$ cat src/rtl/division_pkg.sv
// Shared definitions for the restoring-division controller and its datapath.
package division_pkg;

    localparam int N_DEF = 4;

    typedef enum logic [1:0] {
        S_IDLE = 2'd0,
        S_STEP = 2'd1,
        S_DONE = 2'd2
    } state_t;

endpackage

$ cat src/rtl/module_restador.sv
// Combinational trial subtractor: D = {0,R'} - {0,B} on N+1 bits.
// o_diff carries the low N bits of D, o_neg its sign bit D[N].
module module_restador
    import division_pkg::*;
#(
    parameter int N = N_DEF
) (
    input  logic [N-1:0] i_r,
    input  logic [N-1:0] i_b,
    output logic [N-1:0] o_diff,
    output logic         o_neg
);

    logic [N:0] w_d;

    assign w_d    = {1'b0, i_r} - {1'b0, i_b};
    assign o_diff = w_d[N-1:0];
    assign o_neg  = w_d[N];

endmodule

$ cat src/rtl/module_division_ctrl.sv
// Restoring-division controller: one MSB-first restoring step per clock.
// Each step emits a registered enable pulse with the trial-subtraction sign
// and the quotient bit position; the final remainder is held on residuo.
module module_division_ctrl
    import division_pkg::*;
#(
    parameter int N = N_DEF
) (
    input  logic                 clk,
    input  logic                 rst_n,
    input  logic                 start,
    input  logic [N-1:0]         dividendo,
    input  logic [N-1:0]         divisor,
    output logic                 enable,
    output logic                 signo,
    output logic [$clog2(N)-1:0] indice,
    output logic [N-1:0]         residuo,
    output logic                 busy,
    output logic                 done,
    output logic                 div_zero
);

    localparam int IW = $clog2(N);

    state_t        r_state;
    state_t        w_next;
    logic          w_accept;
    logic          w_step;
    logic          w_last;
    logic          w_finish;
    logic          w_zero;

    logic [N-1:0]  r_a;
    logic [N-1:0]  r_b;
    logic [N-1:0]  r_rem;
    logic [IW-1:0] r_k;

    logic [IW-1:0] w_bitpos;
    logic [N-1:0]  w_rshift;
    logic [N-1:0]  w_diff;
    logic          w_neg;
    logic [N-1:0]  w_rem_next;

    logic          r_enable;
    logic          r_signo;
    logic [IW-1:0] r_indice;
    logic [N-1:0]  r_residuo;
    logic          r_busy;
    logic          r_done;
    logic          r_div_zero;

    assign w_zero     = (divisor == '0);
    assign w_bitpos   = IW'(N - 1) - r_k;
    // Shift the next dividend bit (MSB first) into the partial remainder.
    assign w_rshift   = {r_rem[N-2:0], r_a[w_bitpos]};
    // Restore (keep R') when the trial subtraction went negative.
    assign w_rem_next = w_neg ? w_rshift : w_diff;

    module_restador #(.N(N)) u_restador (
        .i_r    (w_rshift),
        .i_b    (r_b),
        .o_diff (w_diff),
        .o_neg  (w_neg)
    );

    // State register; reset aborts any run in progress.
    always_ff @(posedge clk or negedge rst_n) begin
        if (!rst_n) begin
            r_state <= S_IDLE;
        end else begin
            r_state <= w_next;
        end
    end

    // Next-state decode and per-state strobes.
    always_comb begin
        w_next   = r_state;
        w_accept = 1'b0;
        w_step   = 1'b0;
        w_last   = 1'b0;
        w_finish = 1'b0;
        case (r_state)
            S_IDLE: begin
                if (start) begin
                    w_accept = 1'b1;
                    w_next   = w_zero ? S_DONE : S_STEP;
                end
            end
            S_STEP: begin
                w_step = 1'b1;
                if (r_k == IW'(N - 1)) begin
                    w_last = 1'b1;
                    w_next = S_DONE;
                end
            end
            S_DONE: begin
                w_finish = 1'b1;
                w_next   = S_IDLE;
            end
            default: begin
                w_next = S_IDLE;
            end
        endcase
    end

    // Operand latches and partial remainder; always reinitialised on accept.
    always_ff @(posedge clk) begin
        if (w_accept) begin
            r_a   <= dividendo;
            r_b   <= divisor;
            r_rem <= '0;
        end else if (w_step) begin
            r_rem <= w_rem_next;
        end
    end

    // Step counter and registered outputs.
    always_ff @(posedge clk or negedge rst_n) begin
        if (!rst_n) begin
            r_k        <= '0;
            r_enable   <= 1'b0;
            r_signo    <= 1'b0;
            r_indice   <= '0;
            r_residuo  <= '0;
            r_busy     <= 1'b0;
            r_done     <= 1'b0;
            r_div_zero <= 1'b0;
        end else begin
            r_enable <= 1'b0;
            r_done   <= 1'b0;
            if (w_accept) begin
                r_k        <= '0;
                r_busy     <= 1'b1;
                r_div_zero <= w_zero;
                r_residuo  <= w_zero ? dividendo : '0;
            end
            if (w_step) begin
                r_enable <= 1'b1;
                r_signo  <= w_neg;
                r_indice <= w_bitpos;
                r_k      <= r_k + IW'(1);
                if (w_last) begin
                    r_residuo <= w_rem_next;
                end
            end
            if (w_finish) begin
                r_done <= 1'b1;
                r_busy <= 1'b0;
            end
        end
    end

    assign enable   = r_enable;
    assign signo    = r_signo;
    assign indice   = r_indice;
    assign residuo  = r_residuo;
    assign busy     = r_busy;
    assign done     = r_done;
    assign div_zero = r_div_zero;

endmodule

$ cat config.mk
export PLATFORM = sky130hd
export DESIGN_NAME = module_division_ctrl
export DESIGN_NICKNAME = d
export VERILOG_FILES = /design/src/rtl/division_pkg.sv /design/src/rtl/module_restador.sv /design/src/rtl/module_division_ctrl.sv
export SDC_FILE = /design/constraint.sdc
export NUM_CORES = 1
export LEC_CHECK = 0
export ABC_AREA = 1
export CELL_PAD_IN_SITES_DETAIL_PLACEMENT = 1
export CELL_PAD_IN_SITES_GLOBAL_PLACEMENT = 2
export CORE_MARGIN = 5
export CORE_UTILIZATION = 33
export CTS_CLUSTER_SIZE = 20
export DETAILED_ROUTE_END_ITERATION = 7
export PLACE_DENSITY_LB_ADDON = 0.3
export SYNTH_ARGS = -nofsm -noshare
export SYNTH_HDL_FRONTEND = slang
export SYNTH_SLANG_ARGS = --single-unit
$ cat constraint.sdc
create_clock -name clk -period 3.72 [get_ports clk]
set_input_delay 0.558 -clock clk [delete_from_list [all_inputs] [get_ports clk]]
set_output_delay 0.558 -clock clk [all_outputs]
set_load 0.1 [all_outputs]
# Word-level counts from Yosys, hierarchy flattened
# Cells that the tools add are included.
word_totals:
  word_cells: 49
  regBits: 26
classes:
  n_eq_ne: 5
  magnitude_cmp: 1
  n_reduce_logical: 5
  n_addsub: 3
  muxes: 23
ops:
  columns: ["operator", "count"]
  rows:
  - ["$mux W4", 5]
  - ["$mux W1", 11]
  - ["$mux W2", 5]
  - ["$sub A4 B4 Y5", 1]
  - ["$eq A2 B2 Y1 const B", 2]
  - ["$logic_not A4 Y1", 1]
  - ["$ne A2 B2 Y1 const B", 2]
  - ["$pmux W2 S2", 1]
  - ["$reduce_bool A2 Y1", 2]
  - ["$lt A2 B3 Y1 const B", 1]
  - ["$add A2 B1 Y2 const B", 1]
  - ["$bmux W1 S2", 1]
  - ["$eq A2 B1 Y1 const B", 1]
  - ["$logic_not A2 Y1", 1]
  - ["$reduce_and A2 Y1", 1]
  - ["$sub A2 B2 Y2 const A", 1]

# Longest topological paths before layout
depth:
  ltp_word: 7
  ltp_mapped: 13
  depth_no_buf: 13

# Cells and area by module
# Synthesis repeated with hierarchy kept, for this count alone.
hier_totals:
  hier_cells: 132
  area_unflattened_um2: 1228.7
modules_own_cells:
  columns: ["mod", "area_per_inst_um2", "instances", "cells_per_inst", "seq_area_each_um2"]
  rows:
  - ["module_division_ctrl", 1084.8, 1, 110, 675.6]
  - ["module_restador", 143.9, 1, 22, 0.0]

# Worst setup path before layout
# Ideal clock, no wire load.
synth_timing:
  path_type: "reg-to-reg"
  from: "reg r_k[0]"
  to: "reg r_rem[1]"
  path_buffers: 0
  path_stages_with_launch: 12
  arrival_time_ns: 1.680
  period_less_slack_ns: 1.803
  setup_ns: 0.123
  t_required_ns: 3.597
  slack_ns: 1.917
  path_cell_list: "dfrtp_1 > inv_1 > nand2_1 > nand3_1 > nand2_1 > ha_1 > inv_1 > fa_1 > nand3_1 > nand2_2 > o21ai_0 > o21ai_0"
synth_via:
  elab_chain_cells: 5
synth_rtl:
  columns: ["element", "line_no", "text"]
  rows:
  - ["from (decl)", "module_division_ctrl.sv:36", "logic [IW-1:0] r_k;"]
  - ["from (signal assigned)", "module_division_ctrl.sv:141", "r_k <= r_k + IW'(1);"]
  - ["$sub A2 B2 Y2", "module_division_ctrl.sv:53", "assign w_bitpos = IW'(N - 1) - r_k;"]
  - ["$bmux W1 S2", "module_division_ctrl.sv:55", "assign w_rshift = {r_rem[N-2:0], r_a[w_bitpos]};"]
  - ["$mux W1 (not written as such)", "module_division_ctrl.sv:55", null]
  - ["$sub A4 B4 Y5", "module_restador.sv:16", "assign w_d = {1'b0, i_r} - {1'b0, i_b};"]
  - ["$mux W4", "module_division_ctrl.sv:57", "assign w_rem_next = w_neg ? w_rshift : w_diff;"]
  - ["to (signal assigned)", "module_division_ctrl.sv:113", "r_rem <= w_rem_next;"]
  - ["to (decl)", "module_division_ctrl.sv:35", "logic [N-1:0] r_rem;"]
# No other way between the ends. The select of a mux whose other input is x is not followed.
# A chain may end at the register's enable or synchronous reset.

# Worst setup path after layout
layout_timing:
  from: "reg r_residuo[3], in the netlist residuo[3]"
  to: "out residuo[3]"
layout_lines:
  columns: ["element", "line_no", "text"]
  rows:
  - ["from (decl)", "module_division_ctrl.sv:47", "logic [N-1:0] r_residuo;"]
  - ["from (signal assigned)", "module_division_ctrl.sv:135", "r_residuo <= w_zero ? dividendo : '0;"]
  - ["from (signal assigned)", "module_division_ctrl.sv:143", "r_residuo <= w_rem_next;"]
  - ["to (decl)", "module_division_ctrl.sv:17", "output logic [N-1:0] residuo,"]
# No word-level cell between the ends.

==> results.md <==
* **Crit-path slowest cell** sky130_fd_sc_hd__clkdlybuf4s50_1
* **via count of the first global-routing pass** 1010
* **Clock Tree Root** sky130_fd_sc_hd__clkbuf_8
* **post-cts gate resize count** 0
* **post-synthesis instance area** 1227 µm²
* **Bufs and invs on worst path** 1
* **final max-slew violation count** 0
* **Routed Wire Length** 2791 µm
* **Yosys reg bits** 26
* **sequential element share of the synthesized area** 55.05%
* **most common library cells after synthesis** sky130_fd_sc_hd__nand2_1 (39), sky130_fd_sc_hd__inv_1 (18), sky130_fd_sc_hd__dfrtp_1 (15), sky130_fd_sc_hd__nand3_1 (12), sky130_fd_sc_hd__o21ai_0 (10)
* **count of antenna-violating nets left after detailed routing** 0
* **non-filler cells in the finished layout** 207
* **unrepaired setup endpoints after global routing** false
* **CTS Buf Count** 3
* **DRC marker count from the first detailed-route iteration** 41
* **final worst path period need** 2.346 ns
* **row count** 22
* **number of standard cells after synthesis** 134
* **worst hold path cell count** 2
* **routed length per placed instance** 13.48 µm
* **Least-Margin Pin Slew** 0.9861 ns
* **DRC viols** 0
* **Layout area overhead** 25.69%
* **Startpoint Class** register
* **GR Overflow Total** 0
* **Data required, critical path** 3.16 ns
* **I/O pin cnt** 22
* **hold bufs inserted after CTS** 0
* **most used standard cell by instance count after synthesis** sky130_fd_sc_hd__nand2_1
* **largest area contributor in the netlist** sky130_fd_sc_hd__dfrtp_1
* **syn_nets** 151
* **total die area** 5039 µm²
* **number of H-tree levels** 1
* **crit-path cells** clkdlybuf4s50_1
* **clk slew on worst S/H paths** 0.09 ns
* **number of port buffers** 21
* **Setup Skew** 0.007389 ns
* **die width** 70.99 µm
* **Slew headroom** 34.06%
* **number of sinks driven by the clock tree** 26
* **Worst Setup Path Type** register to output pin
* **proportion of register bits with asynchronous set or reset after synthesis** 57.69%
* **count of flip-flops with a built-in enable after synthesis** 8
* **HPWL after detailed placement** 2201 µm
* **count of nets after finishing** 177
* **register area** 675.6 µm²
* **final count of negative-setup-slack endpoints** 0
* **post-route setup TNS** 0 ns
* **average vias per placed instance** 4.758
* **number of max-cap violations** 0
* **Clk Latency, worst-skew pair** 0.27 ns
* **average cell area after synthesis** 9.160 µm²
* **Post-synth top flop** sky130_fd_sc_hd__dfrtp_1
* **Final Cycle Share** 63.06%
* **achievable clock frequency** 426.3 MHz
* **Die Y-Extent** 70.99 µm
* **number of warning messages in the yosys log** 0
* **final hold viol count** 0
* **critical path depth** 1
* **post-CTS setup-driven buffer insertion count** 0
* **run status** finished clean
* **number of detailed-routing iterations run before antenna repair** 4
* **All-Layer GR Usage** 11.66%
* **worst hold path class** register to register
* **number of antenna diodes** 0
* **worst endpoint data arrival time** 1.79 ns
* **Largest delay share family, worst path** buffers and inverters
* **max incr delay on CP** 1.14 ns
* **largest net degree at the start of global routing** 16
* **wire length of the first global-routing pass** 4774 µm
* **count of vias placed by the detailed router** 985
* **depth of the worst register-to-register path** 11
* **unique cell type count in the Yosys netlist** 22
* **placer's final routability congestion estimate** 0.8117
* **share of final-layout standard cells stronger than drive strength 1** 8.176%
* **Inst Count DP** 203
* **category of the worst setup path capture point** output pin
* **clock tree buffer depth** 2
* **initial antenna violation count** 0
* **initial standard-cell utilization of the core** 33.78%
* **largest driver fanout on the critical path** 2
* **core area** 3633 µm²
* **CTS tree** built
* **number of filler cells placed in the layout** 443
* **top cells by area, synth** sky130_fd_sc_hd__dfrtp_1 (31%), sky130_fd_sc_hd__edfxtp_1 (20%), sky130_fd_sc_hd__nand2_1 (12%)
* **fraction of synthesized cell area taken by the top area cell type** 30.58%
* **area occupied by multi-input gates** 471.7 µm²
layer usage:
metal	vias up	part of all wire (%)	GRT usage (%)	wire length (µm)
met4	0	0.32	3.132	9
li1	480	-	-	-
met5	-	0	0	0
met3	2	5.2	2.983	144
met2	34	47	17.92	1300
met1	469	48	16.29	1337
per-stage QoR:
step	setup WS, ns	hold WS [ns]	utilization (%)	instance area [µm²]
after floorplan	1.917	0.2624	-	1227
after global placement	1.676	0.4621	41.22	1498
after detailed placement	1.667	0.4683	41.22	1498
after CTS	1.360	0.4908	42.46	1543
after global routing	1.308	0.5198	42.46	1543
final	1.374	0.4829	42.46	1543
placed cells by master (no fill, tap or decap), types with 2 or more instances in the layout:
cell type / n
sky130_fd_sc_hd__o21ai_0: 10
sky130_fd_sc_hd__clkdlybuf4s50_1: 21
sky130_fd_sc_hd__dfrtp_1: 15
sky130_fd_sc_hd__nand3_1: 12
sky130_fd_sc_hd__nand2_1: 39
sky130_fd_sc_hd__a21oi_1: 4
sky130_fd_sc_hd__inv_1: 18
sky130_fd_sc_hd__dfxtp_1: 3
sky130_fd_sc_hd__nor2_1: 4
sky130_fd_sc_hd__nand2_2: 3
sky130_fd_sc_hd__clkbuf_8: 3
sky130_fd_sc_hd__o21ai_1: 2
sky130_fd_sc_hd__edfxtp_1: 8
sky130_fd_sc_hd__ha_1: 5
sky130_fd_sc_hd__nand2_4: 2
kinds of logic (layout without fill, tap and decap cells):
logic type / after synthesis / after routing / share of synthesized area [%]
flops: 26 / 26 / 55.05
compound gates: 18 / 18 / 7.646
fa+ha+maj: 6 / 6 / 6.728
xor+xnor: 1 / 1 / 0.7137
buf+inv: 20 / 45 / 6.523
simple gates: 63 / 63 / 23.34
state kept, by name, indices dropped and copies added (netlist names):
signal    flops
r_state       2
r_b           4
residuo       4
signo         1
enable        1
div_zero      1
done          1
r_rem         3
r_k           2
busy          1
r_a           4
indice        2
area by class of cell:
type                       count  area share [%]
sequential                    26           43.80
multi-input combinational     88           30.58
timing repair buffer          21           13.63
inverter                      20           5.191
tap                           48           3.893
clock buffer                   4           2.920
final timing paths:
| check | from | to | slack, ns |
|---|---|---|---|
| worst min-delay path | indice[0] | indice[0] | 0.48 |
| worst max-delay path | residuo[3] | residuo[3] | 1.37 |
| min in group asynchronous | rst_n | signo | 0.70 |
| worst min register to register | indice[0] | indice[0] | 0.48 |
| worst max register to register | r_k[0] | r_rem[1] | 1.68 |
| max in group asynchronous | rst_n | r_k[0] | 2.57 |
Power is not shown: default switching activity piles up to over one toggle a cycle in this logic, so the estimate is an artifact.
